==> config.mk <==
export PLATFORM = sky130hd
export DESIGN_NAME = uart_frame_ctrl
export DESIGN_NICKNAME = d
export VERILOG_FILES = /design/src/rtl/uart_frame_ctrl_pkg.sv /design/src/rtl/uart_frame_buf.sv /design/src/rtl/uart_frame_ctrl.sv
export SDC_FILE = /design/constraint.sdc
export NUM_CORES = 1
export LEC_CHECK = 0
export ABC_AREA = 1
export CORE_AREA = 4 4 147 149
export DETAILED_ROUTE_END_ITERATION = 8
export DIE_AREA = 0 0 151 153
export PLACE_DENSITY = 0.65
export RECOVER_POWER = 50
export SYNTH_ARGS = -nofsm -noshare
export SYNTH_HDL_FRONTEND = slang
export SYNTH_SLANG_ARGS = --single-unit
==> constraint.sdc <==
create_clock -name sys_clk -period 2.3 [get_ports sys_clk]
set_input_delay 0.46 -clock sys_clk [delete_from_list [all_inputs] [get_ports sys_clk]]
set_output_delay 0.46 -clock sys_clk [all_outputs]
set_load 0.01 [all_outputs]
==> src/rtl/uart_frame_ctrl_pkg.sv <==
// Shared constants and state encoding for the UART frame controller.
package uart_frame_ctrl_pkg;

    // Start-of-frame marker that opens every command frame.
    localparam logic [7:0] FRM_SOF = 8'hA5;

    // One UART character: start bit, 8 data bits, stop bit.
    localparam int BITS_PER_CHAR = 10;

    // FSM encoding, kept as plain constants so older tools and
    // waveform scripts that expect raw codes keep working.
    typedef logic [2:0] state_t;
    localparam state_t ST_IDLE    = 3'd0;
    localparam state_t ST_CMD     = 3'd1;
    localparam state_t ST_LEN     = 3'd2;
    localparam state_t ST_PAYLOAD = 3'd3;
    localparam state_t ST_CHK     = 3'd4;
    localparam state_t ST_HOLD    = 3'd5;

    // Number of clock cycles spanned by a given count of characters.
    function automatic int char_cycles(input int clk_freq, input int bps, input int chars);
        return (clk_freq / bps) * BITS_PER_CHAR * chars;
    endfunction

endpackage

==> src/rtl/uart_frame_buf.sv <==
// Payload buffer: one synchronous write port, one combinational read port.
module uart_frame_buf #(
    parameter int DEPTH = 16,
    parameter int AW    = $clog2(DEPTH)
) (
    input  logic          clk,
    input  logic          we,
    input  logic [AW-1:0] waddr,
    input  logic [7:0]    wdata,
    input  logic [AW-1:0] raddr,
    output logic [7:0]    rdata
);

    logic [7:0] mem_q [DEPTH];

    // Store one payload byte per write strobe.
    // NOTE: the array has no reset on purpose; a cleared buffer is never
    // observed (reads are qualified by frm_len) and a reset would turn the
    // storage into a large reset-fanout flop bank instead of plain memory.
    always_ff @(posedge clk) begin
        if (we) begin
            mem_q[waddr] <= wdata;
        end
    end

    assign rdata = mem_q[raddr];

endmodule

==> src/rtl/uart_frame_ctrl.sv <==
// Sequences uart_recv byte strobes into checked command frames and holds
// each validated frame until the downstream decoder accepts it.
module uart_frame_ctrl
    import uart_frame_ctrl_pkg::*;
#(
    parameter int CLK_FREQ      = 50000000,
    parameter int UART_BPS      = 115200,
    parameter int MAX_LEN       = 16,
    parameter int TIMEOUT_BYTES = 4
) (
    input  logic                         sys_clk,
    input  logic                         sys_rst,
    input  logic                         uart_done,
    input  logic [7:0]                   uart_data,
    output logic                         frm_valid,
    input  logic                         frm_ready,
    output logic [7:0]                   frm_cmd,
    output logic [$clog2(MAX_LEN+1)-1:0] frm_len,
    input  logic [$clog2(MAX_LEN)-1:0]   rd_addr,
    output logic [7:0]                   rd_data,
    output logic                         busy,
    output logic                         err_cksum,
    output logic                         err_len,
    output logic                         err_timeout,
    output logic                         err_overrun
);

    localparam int LW     = $clog2(MAX_LEN + 1);
    localparam int AW     = $clog2(MAX_LEN);
    localparam int TO_CYC = char_cycles(CLK_FREQ, UART_BPS, TIMEOUT_BYTES);
    localparam int CW     = $clog2(TO_CYC);

    localparam logic [7:0]    MAX_LEN8 = 8'(MAX_LEN);
    localparam logic [CW-1:0] TO_LAST  = CW'(TO_CYC - 1);

    state_t        state_q, state_d;
    logic [7:0]    cmd_q, cmd_d;
    logic [LW-1:0] len_q, len_d;
    logic [7:0]    cksum_q, cksum_d;
    logic [AW-1:0] idx_q, idx_d;
    logic [CW-1:0] cnt_q, cnt_d;
    logic          err_cksum_q, err_cksum_d;
    logic          err_len_q, err_len_d;
    logic          err_timeout_q, err_timeout_d;
    logic          err_overrun_q, err_overrun_d;
    logic          buf_we;
    logic          in_frame;
    logic          expired;

    // The inter-byte timer only runs while a frame is partially received.
    assign in_frame = (state_q == ST_CMD) || (state_q == ST_LEN) ||
                      (state_q == ST_PAYLOAD) || (state_q == ST_CHK);
    // A byte arriving on the expiry cycle wins over the timeout.
    assign expired  = in_frame && !uart_done && (cnt_q == TO_LAST);

    // Next-state, checksum, index, timer and error-pulse logic.
    // NOTE: every *_d gets its hold value first so no path leaves a signal
    // unassigned; without those defaults the case below would infer latches.
    always_comb begin
        state_d       = state_q;
        cmd_d         = cmd_q;
        len_d         = len_q;
        cksum_d       = cksum_q;
        idx_d         = idx_q;
        err_cksum_d   = 1'b0;
        err_len_d     = 1'b0;
        err_timeout_d = 1'b0;
        err_overrun_d = 1'b0;
        buf_we        = 1'b0;

        case (state_q)
            ST_IDLE: begin
                if (uart_done && (uart_data == FRM_SOF)) begin
                    cksum_d = '0;
                    idx_d   = '0;
                    state_d = ST_CMD;
                end
            end
            ST_CMD: begin
                if (uart_done) begin
                    cmd_d   = uart_data;
                    cksum_d = uart_data;
                    state_d = ST_LEN;
                end
            end
            ST_LEN: begin
                if (uart_done) begin
                    cksum_d = cksum_q ^ uart_data;
                    idx_d   = '0;
                    if (uart_data > MAX_LEN8) begin
                        err_len_d = 1'b1;
                        state_d   = ST_IDLE;
                    end else begin
                        len_d   = uart_data[LW-1:0];
                        state_d = (uart_data == 8'd0) ? ST_CHK : ST_PAYLOAD;
                    end
                end
            end
            ST_PAYLOAD: begin
                if (uart_done) begin
                    buf_we  = 1'b1;
                    cksum_d = cksum_q ^ uart_data;
                    idx_d   = idx_q + AW'(1);
                    if (LW'(idx_q) + LW'(1) == len_q) begin
                        state_d = ST_CHK;
                    end
                end
            end
            ST_CHK: begin
                if (uart_done) begin
                    if (uart_data == cksum_q) begin
                        state_d = ST_HOLD;
                    end else begin
                        err_cksum_d = 1'b1;
                        state_d     = ST_IDLE;
                    end
                end
            end
            ST_HOLD: begin
                // The held frame stays frozen; any new byte is lost.
                err_overrun_d = uart_done;
                if (frm_ready) begin
                    state_d = ST_IDLE;
                end
            end
            default: begin
                state_d = ST_IDLE;
            end
        endcase

        if (expired) begin
            err_timeout_d = 1'b1;
            state_d       = ST_IDLE;
        end

        if (!in_frame || uart_done || expired) begin
            cnt_d = '0;
        end else begin
            cnt_d = cnt_q + CW'(1);
        end
    end

    // Register update with synchronous reset; payload buffer is excluded.
    // NOTE: sequential state uses non-blocking assignments so every flop
    // samples the pre-edge values, independent of statement order.
    always_ff @(posedge sys_clk) begin
        if (sys_rst) begin
            state_q       <= ST_IDLE;
            cmd_q         <= '0;
            len_q         <= '0;
            cksum_q       <= '0;
            idx_q         <= '0;
            cnt_q         <= '0;
            err_cksum_q   <= 1'b0;
            err_len_q     <= 1'b0;
            err_timeout_q <= 1'b0;
            err_overrun_q <= 1'b0;
        end else begin
            state_q       <= state_d;
            cmd_q         <= cmd_d;
            len_q         <= len_d;
            cksum_q       <= cksum_d;
            idx_q         <= idx_d;
            cnt_q         <= cnt_d;
            err_cksum_q   <= err_cksum_d;
            err_len_q     <= err_len_d;
            err_timeout_q <= err_timeout_d;
            err_overrun_q <= err_overrun_d;
        end
    end

    uart_frame_buf #(
        .DEPTH (MAX_LEN),
        .AW    (AW)
    ) u_buf (
        .clk   (sys_clk),
        .we    (buf_we),
        .waddr (idx_q),
        .wdata (uart_data),
        .raddr (rd_addr),
        .rdata (rd_data)
    );

    assign frm_valid   = (state_q == ST_HOLD);
    assign busy        = (state_q != ST_IDLE);
    assign frm_cmd     = cmd_q;
    assign frm_len     = len_q;
    assign err_cksum   = err_cksum_q;
    assign err_len     = err_len_q;
    assign err_timeout = err_timeout_q;
    assign err_overrun = err_overrun_q;

endmodule

After elaboration in Yosys (flattened, before gate mapping)
Memory sizes are Yosys's and may differ from the RTL's.
Index checks and enable logic that the tools add are counted.
{"block": "totals", "reg_bits": 47, "mem_bits_rw": 128, "inputBits": 16, "output_inout_bits": 27, "wordCells": 90, "memories": 1}
{"block": "op_classes", "n_addsub": 3, "magnitude_cmp": 1, "n_eq_ne": 17, "mux": 26, "n_bitwise": 6, "reduce_logical": 26}
{"name": "u_buf.mem_q", "depth": 16, "word_bits": 8, "rd": 1, "rd_clocked_by_memory_dff": 0, "write_ports": 1, "line": "uart_frame_buf.sv:14", "rtl": "logic [7:0] mem_q [DEPTH];"}
{"op": "$mux 3", "n": 10}
{"op": "$mux 8", "n": 3}
{"op": "$pmux 8 s3", "n": 1}
{"op": "$pmux 3 s6", "n": 1}
{"op": "$add 15x1->15 const B", "n": 1}
{"op": "$eq 15x15->1 const B", "n": 1}
{"op": "$mux 4", "n": 3}
{"op": "$pmux 4 s3", "n": 1}
{"op": "$ne 2x2->1 const B", "n": 5}
{"op": "$reduce_bool 3->1", "n": 3}
{"op": "$eq 8x8->1", "n": 1}
{"op": "$eq 8x8->1 const B", "n": 1}
{"op": "$gt 8x5->1 const B", "n": 1}
{"op": "$logic_not 8->1", "n": 1}
{"op": "$reduce_and 4->1", "n": 2}
{"op": "$reduce_or 2->1", "n": 4}
{"op": "$xor 8x8->8", "n": 1}
{"op": "$mux 1", "n": 7}
{"op": "$reduce_and 7->1", "n": 1}
{"op": "$eq 3x2->1 const B", "n": 2}
{"op": "$eq 3x3->1 const B", "n": 2}
{"op": "$ne 2x1->1 const B", "n": 3}
{"op": "$reduce_or 3->1", "n": 2}
{"op": "$add 4x1->5 const B", "n": 1}
{"op": "other kinds (10)", "n": 21}

Logic depth before layout (Yosys ltp)
Gate-level depths: netlist of the first run.
{"block": "depth", "word_depth": 8, "depth_mapped": 11, "depth_no_buf": 11}

Hierarchy
From an unflattened synthesis of the first run, not the netlist that was laid out.
{"block": "unflattened", "hier_cells": 865, "hier_area_um2": 7881.3}
{"mod": "uart_frame_buf", "n_inst": 1, "cells_per_inst": 543, "area_each_um2": 5606.6}
{"mod": "uart_frame_ctrl", "n_inst": 1, "cells_per_inst": 322, "area_each_um2": 2274.7}

Worst setup path after synthesis of the first run
OpenSTA, ideal clock, no wires.
{"block": "synth_timing", "path_type": "reg2reg", "start": "register state_q[1]", "end": "memory u_buf.mem_q[11][0], enable pin", "setup_time_ns": 0.383, "arrival_ns": 1.571, "t_required_ns": 1.917, "path_slack_ns": 0.346, "stages_incl_launch_ff": 7, "period_less_slack_ns": 1.954, "cell_sequence": "dfxtp_1 > nand2_1 > nor2_2 > inv_2 > nor2_2 > inv_2 > nor3_1"}
{"block": "synth_between", "elab_chain_len": 4}
{"item": "from (decl)", "line": "uart_frame_ctrl.sv:36", "rtl": "state_t state_q, state_d;"}
{"item": "from (signal assigned)", "line": "uart_frame_ctrl.sv:159", "rtl": "state_q <= state_d;"}
{"item": "$eq 3x2->1", "line": "uart_frame_ctrl.sv:71", "rtl": "case (state_q)"}
{"item": "$mux 1", "line": "uart_frame_ctrl.sv:71"}
{"item": "$mux 1", "line": "uart_frame_buf.sv:21", "rtl": "if (we) begin"}
{"item": "$mux 1 (not written as such)", "line": "uart_frame_buf.sv:22", "rtl": "mem_q[waddr] <= wdata;"}
{"item": "to (decl)", "line": "uart_frame_buf.sv:14"}
No other way between the ends.

Worst setup path in the final report of the first run
{"block": "layout_timing", "start": "input port rd_addr[2]", "end": "output port rd_data[7]"}
{"block": "layout_between", "elab_chain_len": 1}
{"item": "from (decl)", "line": "uart_frame_ctrl.sv:19", "rtl": "input logic [$clog2(MAX_LEN)-1:0] rd_addr,"}
{"item": "$mem_v2 16x8"}
{"item": "to (decl)", "line": "uart_frame_ctrl.sv:20", "rtl": "output logic [7:0] rd_data,"}
No other way between the ends.

==> results of run 1 <==
==> cell usage after synthesis, types with 14 or more instances <==
cell,count,area (sq um)
edfxtp_1,128,3844
nand2_1,91,341.6
inv_1,81,304.0
o21ai_0,66,330.3
a21oi_1,58,290.3
dfxtp_1,47,940.9
nor2_1,44,165.2
nand3_1,39,195.2
o211ai_1,33,247.7
mux2i_1,32,320.3
clkbuf_1,14,52.55
nor3_1,14,70.07
==> flip-flops by register name, indices dropped and copies added, names as in the netlist <==
name and flops:
u_buf.mem_q 128, err_overrun 1, err_cksum 1, state_q 3, cnt_q 15, frm_len 5
err_timeout 1, err_len 1, idx_q 4, frm_cmd 8, cksum_q 8
==> worst max-delay path: stages <==
cell,delay (ps)
clkdlybuf4s50_1,500
buf_4,210
o211ai_1,120
nand3_1,100
nand2_1,90
dlygate4sd2_1,300
==> per-layer routing <==
metal  track usage [%]  wire length (microns)
met5                 0                      0
met1             21.53                   8088
met4             3.152                    121
met2             24.10                   8031
met3             3.968                    991
==> report_power, final <==
group | leakage (nW) | internal [W] | switching [W]
Clock | 0.278 | 0.00145 | 0.00133
Combinational | 1.61 | 0.000419 | 0.000739
Sequential | 1.53 | 0.00349 | 0.000101
Total | 3.42 | 0.00536 | 0.00217
==> path summary, 6_finish.rpt <==
kind,end,slack [ps],depth (start not counted)
setup / recovery,rd_data[7],50,6
setup reg to reg,cnt_q[10],390,6
hold reg to reg,cnt_q[0],450,1
hold / removal,cnt_q[0],450,1
==> kinds of logic after synthesis <==
family,Yosys count
buffers and inverters,118
adder cells (fa/ha/maj),5
AND/OR/NAND/NOR,215
AO/OA/AOI/OAI,169
flip-flops,175
XOR/XNOR,7
multiplexers,32
==> layout make-up <==
class                      instances  area [sq um]  share of cell area, %
tap                              270         337.8                  3.671
clock inverter                    14         147.6                  1.604
antenna                            1         2.502                0.02719
inverter                          87         326.6                  3.549
multi-input combinational        428          2354                  25.57
clock buffer                      17         425.4                  4.623
sequential                       175          4786                  52.01
timing repair buffer              91         823.3                  8.946
==> through the flow <==
stage / hold WS [ps] / power, W
3_3_place_gp: 433.5 / 0.004833
2_1_floorplan: 417.5 / 0.004463
4_1_cts: 466.3 / 0.007595
6_report: 454.4 / 0.007530
3_5_place_dp: 449.9 / 0.004845
5_1_grt: 484.0 / 0.007900
==> what timing repair did <==
item / 4_1_cts / 5_1_grt
resized for setup: 10 / 11
endpoints found under the setup margin: 8 / 6
pin swaps: 0 / 0
cloned: 0 / 1
hold buffers: 0 / 0
endpoints found under the hold margin: 0 / 0
==> summary.md, run 1 <==
| Metric | Value |
|---|---|
| Pins Over Slew Limit | 0 |
| Final ANT Viol Nets | 0 |
| Layout area overhead | 20.67% |
| Post-synthesis sequential area ratio | about 63% |
| Worst Slack Setup Final | 51.31 ps |
| Worst Path Arrival | about 1800 ps |
| Core box area | just over 20000 sq um |
| Worst-path clk slew | ~70 ps |
| Status | finished, final reports clean |
| RSZ-0062 raised after global routing | no |
| Hpwl dp | between 10000 and 15000 microns |
| Clock Skews | 10.09 ps |
| Post-Route WL | around 17000 microns |
| Synth cell types | 36 |
| Maxcap violations | 0 |
| Tcrit/Tclk final | 97.77% |
| Critical R2R Launch | cnt_q[0] |
| Post-Layout Cell Count | 1083 |
| Req. time, crit path | approximately 1800 ps |
| Worst setup EP type | primary output |
| Worst min-delay path category | register to register |
| Fmax | between 0.4 and 0.5 GHz |
| Via count | around 5400 |
| Synth Area in XOR/XNOR | less than 1% |
| Leakage | about 3.4 nW |
| CP Launch Type | input port |
| First-pass GRT wire length | about 27000 microns |
| Die Span Y | ~150 microns |
| Mean post-synth cell area | roughly 11 sq um |
| Crit Path Max Fanout | 12 |
| Synth Warn # | 0 |
| Type of the worst setup path | input port to primary output |
| Vias in the first global route | ~5200 |
| Commonest non-fill, non-tap cells in the layout | 128 x edfxtp_1, 91 x nand2_1, 82 x inv_1 |
| Placement Rows | 52 |
| Port buffer count | 42 |
| Final setup vio count | 0 |
| Final instance area | 9203 sq um |
| Main combinational cell family by area after synthesis | simple AND/OR/NAND/NOR gates |
| Compound-Gate Fraction of Synth Area | 12.32% |
| CTS sink count | roughly 180 |
| Dpl cells | about 1100 |
| Power per cell area | roughly 800 nW/um^2 |
| Max Root-Sink Buffers | 2 |
| CTS tree | done |
| Total Nets Final | 821 |
| Mux share of post-synthesis cell area | 4.200% |
| Worst skew pair latency | 440 ps |
| Synth Area in Simple Gates | about 13% |
| Syn_nets | between 700 and 800 |
| CTS Buf Count | 17 |
| I/O pins | between 40 and 50 |
| Worst Tran Pin Value | roughly 1100 ps |
| Gr usage total | 15.32% |
| DR DRC count | 0 |
| CP Launch Point | rd_addr[2] |
| Main synth FF type | edfxtp_1 |
| Final Util | ~46% |
| Postcts setup bufs | 0 |
| Gpl congestion | between 0.8 and 0.9 |
| Fill cells | approximately 1900 |
| Global route overflow | 0 |
| Most common cell after layout, fill and taps aside | edfxtp_1 |
| Minimum clock period | roughly 2200 ps |
| Root buf cell | clkbuf_16 |
| Layout cells sized above 1 | 11.82% |
| Die W | roughly 150 microns |
| Worst rel slew slack | 29.47% |
| Final hold violations | 0 |
| Initial DRC count | around 330 |
| H-tree levels | 4 |
| Async S/R FF share, synth | 0% |
| Largest net degree at the start of global routing | 33 |
| Starting density of the core | a little under two fifths |
| Synth Register Bits | 175 |
| Post-synth EDFFs | between 100 and 150 |
| Synthesized area | approximately 7600 sq um |
| Placed Area | between 8000 and 9000 sq um |
| Pre-CTS setup slack | -443.3 ps |
| TNS Setup | 0 ps |
| Vias/cell | ~5.0 |
| WL/cell | ~16 microns |
| Syn Inst Count | 721 |
| Hold Startpoint | cnt_q[0] |
| VDD IR max | 0.5857 mV |
| Initial antenna violation count | 1 |
| Detailed Routing Iterations Pass 1 | 4 |
| Adder-Cell Fraction of Synth Area | 0.8203% |
| Die area | about 23000 sq um |
Power figures use the tool's default switching activity.
==> run 2, diff against run 1 <==
--- a/config.mk
+++ b/config.mk
@@ -6,10 +6,9 @@
 export NUM_CORES = 1
 export LEC_CHECK = 0
 export ABC_AREA = 1
-export CORE_AREA = 4 4 147 149
+export CORE_AREA = 2 2 145 147
 export DETAILED_ROUTE_END_ITERATION = 8
-export DIE_AREA = 0 0 151 153
-export PLACE_DENSITY = 0.65
+export DIE_AREA = 0 0 147 149
 export RECOVER_POWER = 50
 export SYNTH_ARGS = -nofsm -noshare
 export SYNTH_HDL_FRONTEND = slang
==> run 2 against run 1 <==
  * Critical path depth is 2 higher
  * Count of clock-buffer cells in the layout stayed put
  * Flip-flop and latch count stayed put
  * Sequential share of layout area is 0.96 points lower
  * Largest power group unchanged
  * Final cell count is 1.6% higher
  * Non-clock buffer count is 11 higher
==> summary.md, run 2 (synthesis results as in run 1) <==
| Metric | Value |
|---|---|
| Most Used Layer, Global Route | met2 (unchanged) |
| Post-Route WL | 18310 microns (was 17230 microns) |
| Hpwl dp | 12580 microns (was 11950 microns) |
| GR Layer Usage met1 | 24.27% (was 21.53%) |
| Tcrit/Tclk final | 97.26% (was 97.77%) |
| P_sw | 0.002226 W (was 0.002170 W) |
| Most common cell after layout, fill and taps aside | edfxtp_1 (unchanged) |
| Dpl cells | 1061 (was 1050) |
| WL/cell | 16.65 microns (was 15.91 microns) |
| Commonest non-fill, non-tap cells in the layout | 128 x edfxtp_1, 91 x nand2_1, 81 x inv_1 (was 128 x edfxtp_1, 91 x nand2_1, 82 x inv_1) |
| Starting density of the core | 37.10% (was 37.81%) |
| Die Span Y | 149 microns (was 153 microns) |
| CTS Buf Count | 17 (unchanged) |
| Vias/cell | 4.968 (was 5.020) |
| Clock Skews | 13.95 ps (was 10.09 ps) |
| Logic gate share of total power | 15.4% (about the same) |
| Crit Path Max Fanout | 11 (was 12) |
| Worst Hold Depth | 1 (unchanged) |
| CTS Hold Bufs | 0 (unchanged) |
| I/O pins | 43 (unchanged) |
| Layout cells sized above 1 | 12.86% (was 11.82%) |
| Layout area overhead | 22.95% (was 20.67%) |
| Detailed Routing Iterations Pass 1 | 5 (was 4) |
| Die area | 21900 sq um (was 23100 sq um) |
| Max Root-Sink Buffers | 2 (unchanged) |
| Worst Tran Pin Value | 1128 ps (was 1058 ps) |
| Flip-flop and latch area | 4786 sq um (unchanged) |
| Largest net degree at the start of global routing | 30 (was 33) |
| CP cell instances | buf_6 > buf_12 > buf_4 > mux2i_1 > o211ai_1 > nand3_1 > nand2_1 > dlygate4sd2_1 (was clkdlybuf4s50_1 > buf_4 > o211ai_1 > nand3_1 > nand2_1 > dlygate4sd2_1) |
| DR DRC count | 0 (unchanged) |
| Worst Path Arrival | 1780 ps (was 1790 ps) |
| CTS tree | done (unchanged) |
| CP Launch Point | rd_addr[0] (was rd_addr[2]) |
| Gr usage total | 17.30% (was 15.32%) |
| Core box area | 20560 sq um (was 20170 sq um) |
| GR met3 Demand/Resource | 3.425% (was 3.968%) |
| Die W | 147 microns (was 151 microns) |
| Hold Startpoint | cnt_q[0] (unchanged) |
| Maxcap violations | 0 (unchanged) |
| Minimum clock period | 2237 ps (was 2249 ps) |
| Final setup vio count | 0 (unchanged) |
| CTS sink count | 175 (unchanged) |
| Via count | 5465 (was 5437) |
| Fill cells | 1941 (was 1866) |
| Initial antenna violation count | 1 (unchanged) |
| Crit-path slowest cell | mux2i_1 (was clkdlybuf4s50_1) |
| Status | finished, final reports clean (unchanged) |
| Internal | 0.005500 W (was 0.005361 W) |
| Root buf cell | clkbuf_16 (unchanged) |
| Fmax | 0.4470 GHz (was 0.4447 GHz) |
| Gpl congestion | 0.8292 (was 0.8532) |
| Placement Rows | 53 (was 52) |
| Sw Share | 28.81% (about the same) |
| Clock power share | 38.0% (was 36.9%) |
| Reg2Reg Depth | 7 (was 6) |
| Met2 Usage GRT | 27.30% (was 24.10%) |
| Total Nets Final | 832 (was 821) |
| Pins Over Slew Limit | 0 (unchanged) |
| Reg2reg setup slack | 290 ps (was 390 ps) |
| Global route overflow | 0 (unchanged) |
| Max reg flops | 128 (unchanged) |
| CP peak stage delay | 290 ps (was 500 ps) |
| Port buffer count | 42 (unchanged) |
| Biggest regs | u_buf.mem_q (128), cnt_q (15) (unchanged) |
| VDD IR max | 0.5064 mV (was 0.5857 mV) |
| Vias in the first global route | 5203 (was 5193) |
| Worst-path clk slew | 70 ps (about the same) |
| Smallest hold slack | 448.2 ps (was 454.4 ps) |
| CP Launch Type | input port (unchanged) |
| Multi-input logic area | 2377 sq um (was 2354 sq um) |
| Power per cell area | 823.9 nW/um^2 (was 818.3 nW/um^2) |
| Req. time, crit path | 1840 ps (about the same) |
| Post-Layout Cell Count | 1100 (was 1083) |
| Biggest register | u_buf.mem_q (unchanged) |
| Final hold violations | 0 (unchanged) |
| Type of the worst setup path | input port to primary output (unchanged) |
| Worst rel slew slack | 24.83% (was 29.47%) |
| Leakage | 3.508 nW (was 3.424 nW) |
| H-tree levels | 4 (unchanged) |
| Final ANT Viol Nets | 0 (unchanged) |
| Initial DRC count | 400 (was 334) |
| Reg power frac | 46.6% (was 47.7%) |
| Worst skew pair latency | 430 ps (was 440 ps) |
| Critical R2R Launch | state_q[1] (was cnt_q[0]) |
| First-pass GRT wire length | 28780 microns (was 27360 microns) |
| R2R Path End | u_buf.mem_q[8][4] (was cnt_q[10]) |
| Worst min-delay path category | register to register (unchanged) |
| Worst setup EP type | primary output (unchanged) |
| Hold Path End | cnt_q[0] (unchanged) |
| RSZ-0062 raised after global routing | no (unchanged) |
## run 2: changes by cell type in the layout (fill, tap and decap cells not counted), sizes merged, moves of 2 or more
cell / before / now
dlygate4sd3: 18 / 20
dlymetal6s2s: 0 / 2
buf: 40 / 43
clkdlybuf4s50: 14 / 11
clkbuf: 31 / 36
clkdlybuf4s15: 1 / 3
## run 2: stage by stage
stage | cell area [sq um] | setup WS (ps) | power, W | util (%) | setup TNS (ps)
2_1_floorplan | 7626 | 345.9 | 0.004463 | - | 0
3_3_place_gp | 8702 | -464.5 | 0.004854 | 42.33 | -3286
3_5_place_dp | 8702 | -436.5 | 0.004860 | 42.33 | -3203
4_1_cts | 9398 | -201.6 | 0.007800 | 45.72 | -201.6
5_1_grt | 9376 | 9.230 | 0.008074 | 45.61 | 0
6_report | 9376 | 63.08 | 0.007726 | 45.61 | 0
## run 2: worst max-delay path: cells and delay by family
family | cells | cell delay (ps)
buffers and inverters | 4 | 700
AND/OR/NAND/NOR | 2 | 170
multiplexers | 1 | 290
AO/OA/AOI/OAI | 1 | 140
## run 2: cell type report
type | instances | area share [%]
diodes | 1 | 0.02669
well taps | 275 | 3.670
multi-input cells | 428 | 25.35
flip-flops and latches | 175 | 51.04
clock inverters | 15 | 2.002
clock buffers | 17 | 4.537
repair buffers | 102 | 9.861
inverters | 87 | 3.509
## run 2: worst max-delay path by stage
stage | slack (ps) | depth (start not counted) | to
global route | 9 | 7 | rd_data[4]
finish | 60 | 8 | rd_data[2]
floorplan | 350 | 6 | u_buf.mem_q[11][0]
detailed placement | -440 | 7 | rd_data[5]
global placement | -460 | 7 | rd_data[5]
CTS | -200 | 8 | rd_data[5]
## run 2: per-layer routing
layer | vias up | part of all wire [%]
li1 | 2715 | -
met1 | 2599 | 48
met2 | 134 | 46
met3 | 17 | 4.8
met4 | 0 | 1.3
met5 | - | 0
## run 2: repair_timing
action	in CTS	in global routing
cloned	2	0
buffers inserted	0	4
pin swaps	0	2
endpoints found under the setup margin	8	9
gates resized for setup	18	18
## run 2: power by group through the flow
stage	clock, W	sequential, W	combinational, W
floorplan	0	0.00363	0.000835
global route	0.00311	0.00361	0.00135
CTS	0.00299	0.00359	0.00121
finish	0.00294	0.00360	0.00119
global placement	0	0.00366	0.00119
detailed placement	0	0.00366	0.00120
==> run 3, diff against run 2 <==
--- a/config.mk
+++ b/config.mk
@@ -6,6 +6,7 @@
 export NUM_CORES = 1
 export LEC_CHECK = 0
 export ABC_AREA = 1
+export ABC_CLOCK_PERIOD_IN_PS = 2300
 export CORE_AREA = 2 2 145 147
 export DETAILED_ROUTE_END_ITERATION = 8
 export DIE_AREA = 0 0 147 149
==> results of run 3 <==
Same layout as run 2: the final DEF is identical, and so are final timing and power.
